===== config.mk =====
export PLATFORM = sky130hd
export DESIGN_NAME = branch_target_buffer_flat
export DESIGN_NICKNAME = d
export VERILOG_FILES = /design/src/rtl/branch_target_buffer_if.sv /design/src/rtl/branch_target_buffer.sv /design/src/flat_wrapper.sv
export SDC_FILE = /design/constraint.sdc
export NUM_CORES = 2
export LEC_CHECK = 0
export CAP_MARGIN = 10
export CORE_MARGIN = 2
export CORE_UTILIZATION = 57
export DETAILED_ROUTE_END_ITERATION = 8
export HOLD_SLACK_MARGIN = 0.03
export PLACE_DENSITY = 0.79
export SYNTH_ARGS = -nofsm -noshare
export SYNTH_HDL_FRONTEND = slang
export SYNTH_SLANG_ARGS = --single-unit

===== constraint.sdc =====
create_clock -name CLK -period 42.7 [get_ports CLK]
set_input_delay 8.54 -clock CLK [delete_from_list [all_inputs] [get_ports CLK]]
set_output_delay 8.54 -clock CLK [all_outputs]
set_load 0.01 [all_outputs]

===== src/rtl/branch_target_buffer_if.sv =====
// Fetch-lookup and execute-update bundle for the branch target buffer.
// master = pipeline side (fetch + execute), slave = the BTB itself.
interface branch_target_buffer_if;
  logic [31:0] lookup_pc;
  logic        lookup_hit;
  logic        lookup_taken;
  logic [31:0] lookup_target;
  logic        upd_en;
  logic [31:0] upd_pc;
  logic        upd_taken;
  logic [31:0] upd_target;
  logic        upd_pred_taken;
  logic [31:0] upd_pred_target;
  logic        wrong_decision;
  logic [31:0] correct_pc;
  logic [15:0] branch_count;
  logic [15:0] mispredict_count;

  modport master (
    output lookup_pc, upd_en, upd_pc, upd_taken, upd_target,
           upd_pred_taken, upd_pred_target,
    input  lookup_hit, lookup_taken, lookup_target, wrong_decision,
           correct_pc, branch_count, mispredict_count
  );

  modport slave (
    input  lookup_pc, upd_en, upd_pc, upd_taken, upd_target,
           upd_pred_taken, upd_pred_target,
    output lookup_hit, lookup_taken, lookup_target, wrong_decision,
           correct_pc, branch_count, mispredict_count
  );
endinterface


===== src/rtl/branch_target_buffer.sv =====
// Direct-mapped BTB with 2-bit saturating counters and registered misprediction redirect.
// Optional statistics counters are generated only when BTB_STATS_EN is defined.
module branch_target_buffer #(
  parameter int ENTRIES = 16,
  parameter int IDX_W   = 4
) (
  input logic                   CLK,
  input logic                   RST,
  branch_target_buffer_if.slave bus
);
  localparam int TAG_W = 32 - IDX_W - 2;

  logic             valid_q  [ENTRIES];
  logic [TAG_W-1:0] tag_q    [ENTRIES];
  logic [31:0]      target_q [ENTRIES];
  logic [1:0]       ctr_q    [ENTRIES];

  logic [IDX_W-1:0] l_idx, u_idx;
  logic [TAG_W-1:0] l_tag, u_tag;
  logic             l_hit, u_hit, mispredict;
  logic [31:0]      redirect_pc;
  logic             wrong_decision_p1;
  logic [31:0]      correct_pc_p1;
  logic             unused_pc_lsbs;

  function automatic logic [1:0] ctr_next(input logic [1:0] c, input logic up);
    if (up) return (c == 2'b11) ? 2'b11 : c + 2'b01;
    else    return (c == 2'b00) ? 2'b00 : c - 2'b01;
  endfunction

  function automatic logic [15:0] sat_inc16(input logic [15:0] v);
    return (v == 16'hFFFF) ? v : v + 16'd1;
  endfunction

  assign l_idx          = bus.lookup_pc[IDX_W+1:2];
  assign l_tag          = bus.lookup_pc[31:IDX_W+2];
  assign u_idx          = bus.upd_pc[IDX_W+1:2];
  assign u_tag          = bus.upd_pc[31:IDX_W+2];
  assign unused_pc_lsbs = ^bus.lookup_pc[1:0];

  // Lookup reads the array as it stands; an update on this edge is not bypassed.
  assign l_hit             = valid_q[l_idx] && (tag_q[l_idx] == l_tag);
  assign bus.lookup_hit    = l_hit;
  assign bus.lookup_taken  = l_hit && ctr_q[l_idx][1];
  assign bus.lookup_target = l_hit ? target_q[l_idx] : 32'd0;

  assign u_hit       = valid_q[u_idx] && (tag_q[u_idx] == u_tag);
  assign mispredict  = bus.upd_en &&
                       ((bus.upd_taken != bus.upd_pred_taken) ||
                        (bus.upd_taken && (bus.upd_target != bus.upd_pred_target)));
  assign redirect_pc = bus.upd_taken ? bus.upd_target : bus.upd_pc + 32'd4;

  // Stage p0 -> array: resolved-branch writeback
  always_ff @(posedge CLK or posedge RST) begin
    if (RST) begin
      for (int i = 0; i < ENTRIES; i++) begin
        valid_q[i]  <= 1'b0;
        tag_q[i]    <= '0;
        target_q[i] <= '0;
        ctr_q[i]    <= 2'b00;
      end
    end else if (bus.upd_en) begin
      if (u_hit) begin
        ctr_q[u_idx] <= ctr_next(ctr_q[u_idx], bus.upd_taken);
        if (bus.upd_taken) target_q[u_idx] <= bus.upd_target;
      end else if (bus.upd_taken) begin
        valid_q[u_idx]  <= 1'b1;
        tag_q[u_idx]    <= u_tag;
        target_q[u_idx] <= bus.upd_target;
        ctr_q[u_idx]    <= 2'b10;
      end
    end
  end

  // Stage p0 -> p1: registered redirect, pc held between mispredicts
  always_ff @(posedge CLK or posedge RST) begin
    if (RST) begin
      wrong_decision_p1 <= 1'b0;
      correct_pc_p1     <= 32'd0;
    end else begin
      wrong_decision_p1 <= mispredict;
      if (mispredict) correct_pc_p1 <= redirect_pc;
    end
  end

  assign bus.wrong_decision = wrong_decision_p1;
  assign bus.correct_pc     = correct_pc_p1;

`ifdef BTB_STATS_EN
  logic [15:0] branch_count_p1, mispredict_count_p1;

  always_ff @(posedge CLK or posedge RST) begin
    if (RST) begin
      branch_count_p1     <= 16'd0;
      mispredict_count_p1 <= 16'd0;
    end else begin
      if (bus.upd_en) branch_count_p1     <= sat_inc16(branch_count_p1);
      if (mispredict) mispredict_count_p1 <= sat_inc16(mispredict_count_p1);
    end
  end

  assign bus.branch_count     = branch_count_p1;
  assign bus.mispredict_count = mispredict_count_p1;
`else
  logic unused_sat_fn;
  assign unused_sat_fn        = ^sat_inc16(16'd0);
  assign bus.branch_count     = 16'd0;
  assign bus.mispredict_count = 16'd0;
`endif
endmodule


===== src/flat_wrapper.sv =====
// flat-port wrapper written by rule: the top's interface ports become plain ports
module branch_target_buffer_flat 
#(
  parameter int ENTRIES = 16,
  parameter int IDX_W   = 4
)
  (CLK, RST, bus_lookup_pc, bus_upd_en, bus_upd_pc, bus_upd_taken, bus_upd_target, bus_upd_pred_taken, bus_upd_pred_target, bus_lookup_hit, bus_lookup_taken, bus_lookup_target, bus_wrong_decision, bus_correct_pc, bus_branch_count, bus_mispredict_count);
  branch_target_buffer_if bus_i ();
  input logic CLK;
  input logic RST;
  input wire logic [$bits(bus_i.lookup_pc)-1:0] bus_lookup_pc;
  input wire logic [$bits(bus_i.upd_en)-1:0] bus_upd_en;
  input wire logic [$bits(bus_i.upd_pc)-1:0] bus_upd_pc;
  input wire logic [$bits(bus_i.upd_taken)-1:0] bus_upd_taken;
  input wire logic [$bits(bus_i.upd_target)-1:0] bus_upd_target;
  input wire logic [$bits(bus_i.upd_pred_taken)-1:0] bus_upd_pred_taken;
  input wire logic [$bits(bus_i.upd_pred_target)-1:0] bus_upd_pred_target;
  output wire logic [$bits(bus_i.lookup_hit)-1:0] bus_lookup_hit;
  output wire logic [$bits(bus_i.lookup_taken)-1:0] bus_lookup_taken;
  output wire logic [$bits(bus_i.lookup_target)-1:0] bus_lookup_target;
  output wire logic [$bits(bus_i.wrong_decision)-1:0] bus_wrong_decision;
  output wire logic [$bits(bus_i.correct_pc)-1:0] bus_correct_pc;
  output wire logic [$bits(bus_i.branch_count)-1:0] bus_branch_count;
  output wire logic [$bits(bus_i.mispredict_count)-1:0] bus_mispredict_count;
  assign bus_i.lookup_pc = bus_lookup_pc;
  assign bus_i.upd_en = bus_upd_en;
  assign bus_i.upd_pc = bus_upd_pc;
  assign bus_i.upd_taken = bus_upd_taken;
  assign bus_i.upd_target = bus_upd_target;
  assign bus_i.upd_pred_taken = bus_upd_pred_taken;
  assign bus_i.upd_pred_target = bus_upd_pred_target;
  assign bus_lookup_hit = bus_i.lookup_hit;
  assign bus_lookup_taken = bus_i.lookup_taken;
  assign bus_lookup_target = bus_i.lookup_target;
  assign bus_wrong_decision = bus_i.wrong_decision;
  assign bus_correct_pc = bus_i.correct_pc;
  assign bus_branch_count = bus_i.branch_count;
  assign bus_mispredict_count = bus_i.mispredict_count;
  branch_target_buffer #(.ENTRIES(ENTRIES), .IDX_W(IDX_W)) u_core (.CLK(CLK), .RST(RST), .bus(bus_i));
endmodule

==> summary.md <==
| Metric | Value |
|---|---|
| R2r worst-path depth | 9 |
| Initial antenna violation count | 14 |
| CTS buffer count | 103 |
| Max Freq | 44.8 MHz |
| Total setup buffers inserted after CTS | 0 |
| Register area share after synthesis | 0.490 |
| Skew final | 0.0463 ns |
| Worst path required time | 34.16 ns |
| Min-delay src | u_core.valid_q[1] |
| Commonest non-fill, non-tap cells in the layout | 1009 x dfrtp_1, 948 x mux2_2, 389 x mux4_2 |
| Final setup fails | 0 |
| Design Power | 2.70 mW |
| Failing checks | design-rule violations |
| Initial Util | 0.574 |
| Max-slew headroom | 0.215 |
| Tmin final | 22.34 ns |
| Number of global-route vias before repair | 32675 |
| EDFF count, synth | 0 |
| Synth-to-layout area growth | 11.9% |
| Layout cell share with drive strength beyond 1 | 0.465 |
| Pwr/cell area | 46.8 nW/um2 |
| Cell area after synthesis | 51500 um2 |
| RD Place Congestion | 0.883 |
| Drt wl/cell | 29.3 um |
| Nets | 3648 |
| Reg2reg end | u_core.tag_q[47] |
| Worst IR Drop VDD | 0.0000350 V |
| Via count | 31857 |
| Io pins | 232 |
| CP arrival | 13.80 ns |
| Max capacitance violation total | 0 |
| Post-CTS Hold Buffers | 0 |
| DRC viols | 1 |
| Initial DRT Pass Iterations | 9 |
| Root Buffer | clkbuf_16 |
| Hold path cells | 1 |
| Initial drt markers | 3194 |
| Vias per cell | 6.67 |
| Cell variety after synth | 70 |
| Largest net degree at the start of global routing | 156 |
| Worst Setup Start Kind | input port |
| Worst Hold Path EP | u_core.valid_q[1] |
| HP Class | reg2reg |
| Final wirelength | 140000 um |
| Final Hold Viols | 0 |
| Main synth FF type | dfrtp_1 |
| Total global-route track usage | 0.304 |
| Post-DP HPWL | 82400 um |
| Gate Count Post-Synth | 3458 |
| Final core occ | 0.642 |
| Worst Tran Pin Value | 1.17 ns |
| Post-CTS Resized | 0 |
| WS Path Type | in2out |
| Worst R2R Start | u_core.tag_q[233] |
| Outcome | finished with violations |
| DRT antenna net count | 0 |
| Max clock buf depth | 3 |
| Worst-path fanout max | 64 |
| DIE HEIGHT | 305 um |
| Fill cell count | 6419 |
| Syn avg cell area | 14.9 um2 |
| First-pass GRT wire length | 210000 um |
| Leakage | 24.7 nW |
| Yosys reg bits | 1009 |
| FF-to-FF setup slack | 37.49 ns |
| Clk slew on worst S/H paths | 0.06 ns |
| CTS Sinks | 1009 |
| Fin crit share | 0.523 |
| Core ar. | 89700 um2 |
| Yosys warns | 0 |
| Die X | 305 um |
| Site row count | 110 |
| Area of the multi-input gates | 24700 um2 |
| RSZ-0062 raised after global routing | no |
| CTS tree | built |
| Worst skew pair latency | 0.71 ns |
| Setup TNS | 0 ns |
| Total grt overflow | 0 |
| Post-synth ARST share | 1.00 |
| Commonest non-fill, non-tap cell in the layout | dfrtp_1 |
| CTS H-tree lvls | 3 |
| Crit end category | output pin |
| Total die area | 92700 um2 |
| Final hold slack | 0.494 ns |
| Final Max Tran Viols | 0 |
| Buffers on Ports | 197 |
| Sequential Area | 25200 um2 |
worst max path at each step:
| stage | startpoint | end | depth (start not counted) |
|---|---|---|---|
| finish | bus_lookup_pc[2] | bus_lookup_target[28] | 11 |
| CTS | bus_lookup_pc[2] | bus_lookup_target[28] | 11 |
| floorplan | RST | u_core.bus.correct_pc[0] | 1 |
| global route | bus_lookup_pc[2] | bus_lookup_target[28] | 11 |
| detailed placement | bus_lookup_pc[2] | bus_lookup_target[28] | 11 |
| global placement | bus_lookup_pc[2] | bus_lookup_target[16] | 11 |
layout make-up:
| cell class | count | area share |
|---|---|---|
| Antenna cell | 8 | 0.000347 |
| Clock buffer | 145 | 0.0509 |
| Clock inverter | 40 | 0.00851 |
| Timing Repair Buffer | 287 | 0.0463 |
| Inverter | 20 | 0.00143 |
| Tap cell | 1176 | 0.0255 |
| Sequential cell | 1009 | 0.438 |
| Multi-Input combinational cell | 2090 | 0.429 |
cells in the mapped netlist, types with 11 or more instances:
master	number	share of area
buf_2	23	0.0022
a22oi_1	14	0.0020
o22ai_1	11	0.0013
nor2b_1	43	0.0052
mux2_2	948	0.21
xnor2_1	54	0.0092
buf_6	13	0.0028
dfrtp_1	1009	0.49
mux2_4	19	0.0055
o21ai_0	42	0.0041
mux4_2	389	0.17
nand2_1	94	0.0069
nor2_1	49	0.0036
clkbuf_1	228	0.017
a22o_1	26	0.0044
nand3_1	21	0.0020
nand2b_1	19	0.0023
inv_1	18	0.0013
nor4_1	16	0.0019
nor3_1	16	0.0016
buf_1	47	0.0034
buf_4	59	0.0086
a21oi_1	50	0.0049
mux2i_1	67	0.013
nand4_1	22	0.0027
xor2_1	56	0.0095
through the flow:
step                area, um2  std cells  worst slack (ns)
detailed placement      54200       4582             20.35
global route            57600       4769             20.17
global placement        54200       4582             20.35
finish                  57600       4775             20.36
CTS                     57600       4767             20.34
floorplan               51600       3489              5.77
sequential cells by signal, summed over array words and instances, names as in the netlist:
name,cells
u_core.valid_q,16
u_core.tag_q,416
u_core.target_q,512
u_core.bus.correct_pc,32
u_core.bus.wrong_decision,1
u_core.ctr_q,32
report_power, final:
group	internal, mW	switching [mW]	total (mW)	leakage [nW]
registers	1.14	0.113	1.25	12.8
logic	0.319	0.214	0.533	10.2
clock network	0.523	0.389	0.913	1.68
kinds of logic after synthesis:
group / share of synthesized area
xor+xnor: 0.0187
compound gates: 0.0246
fa+ha+maj: 0.00136
buf+inv: 0.0352
mux: 0.396
simple gates: 0.0335
flops: 0.490
other cells: 0.0000728
layer usage:
layer | wire length (um) | global-route usage
met1 | 56000 | 0.416
met2 | 64900 | 0.468
met3 | 13500 | 0.0837
met4 | 5390 | 0.114
met5 | 91 | 0
critical path: stages:
cell and delay [ns]:
buf_8 0.58, buf_4 0.82, mux4_2 0.60, mux4_2 0.50
xnor2_1 0.62, nand3_1 0.39, nor3_1 0.39, nand4_1 0.15
buf_4 0.31, nor2b_1 0.22, clkdlybuf4s50_1 0.56
(Power assumes the default switching activity.)
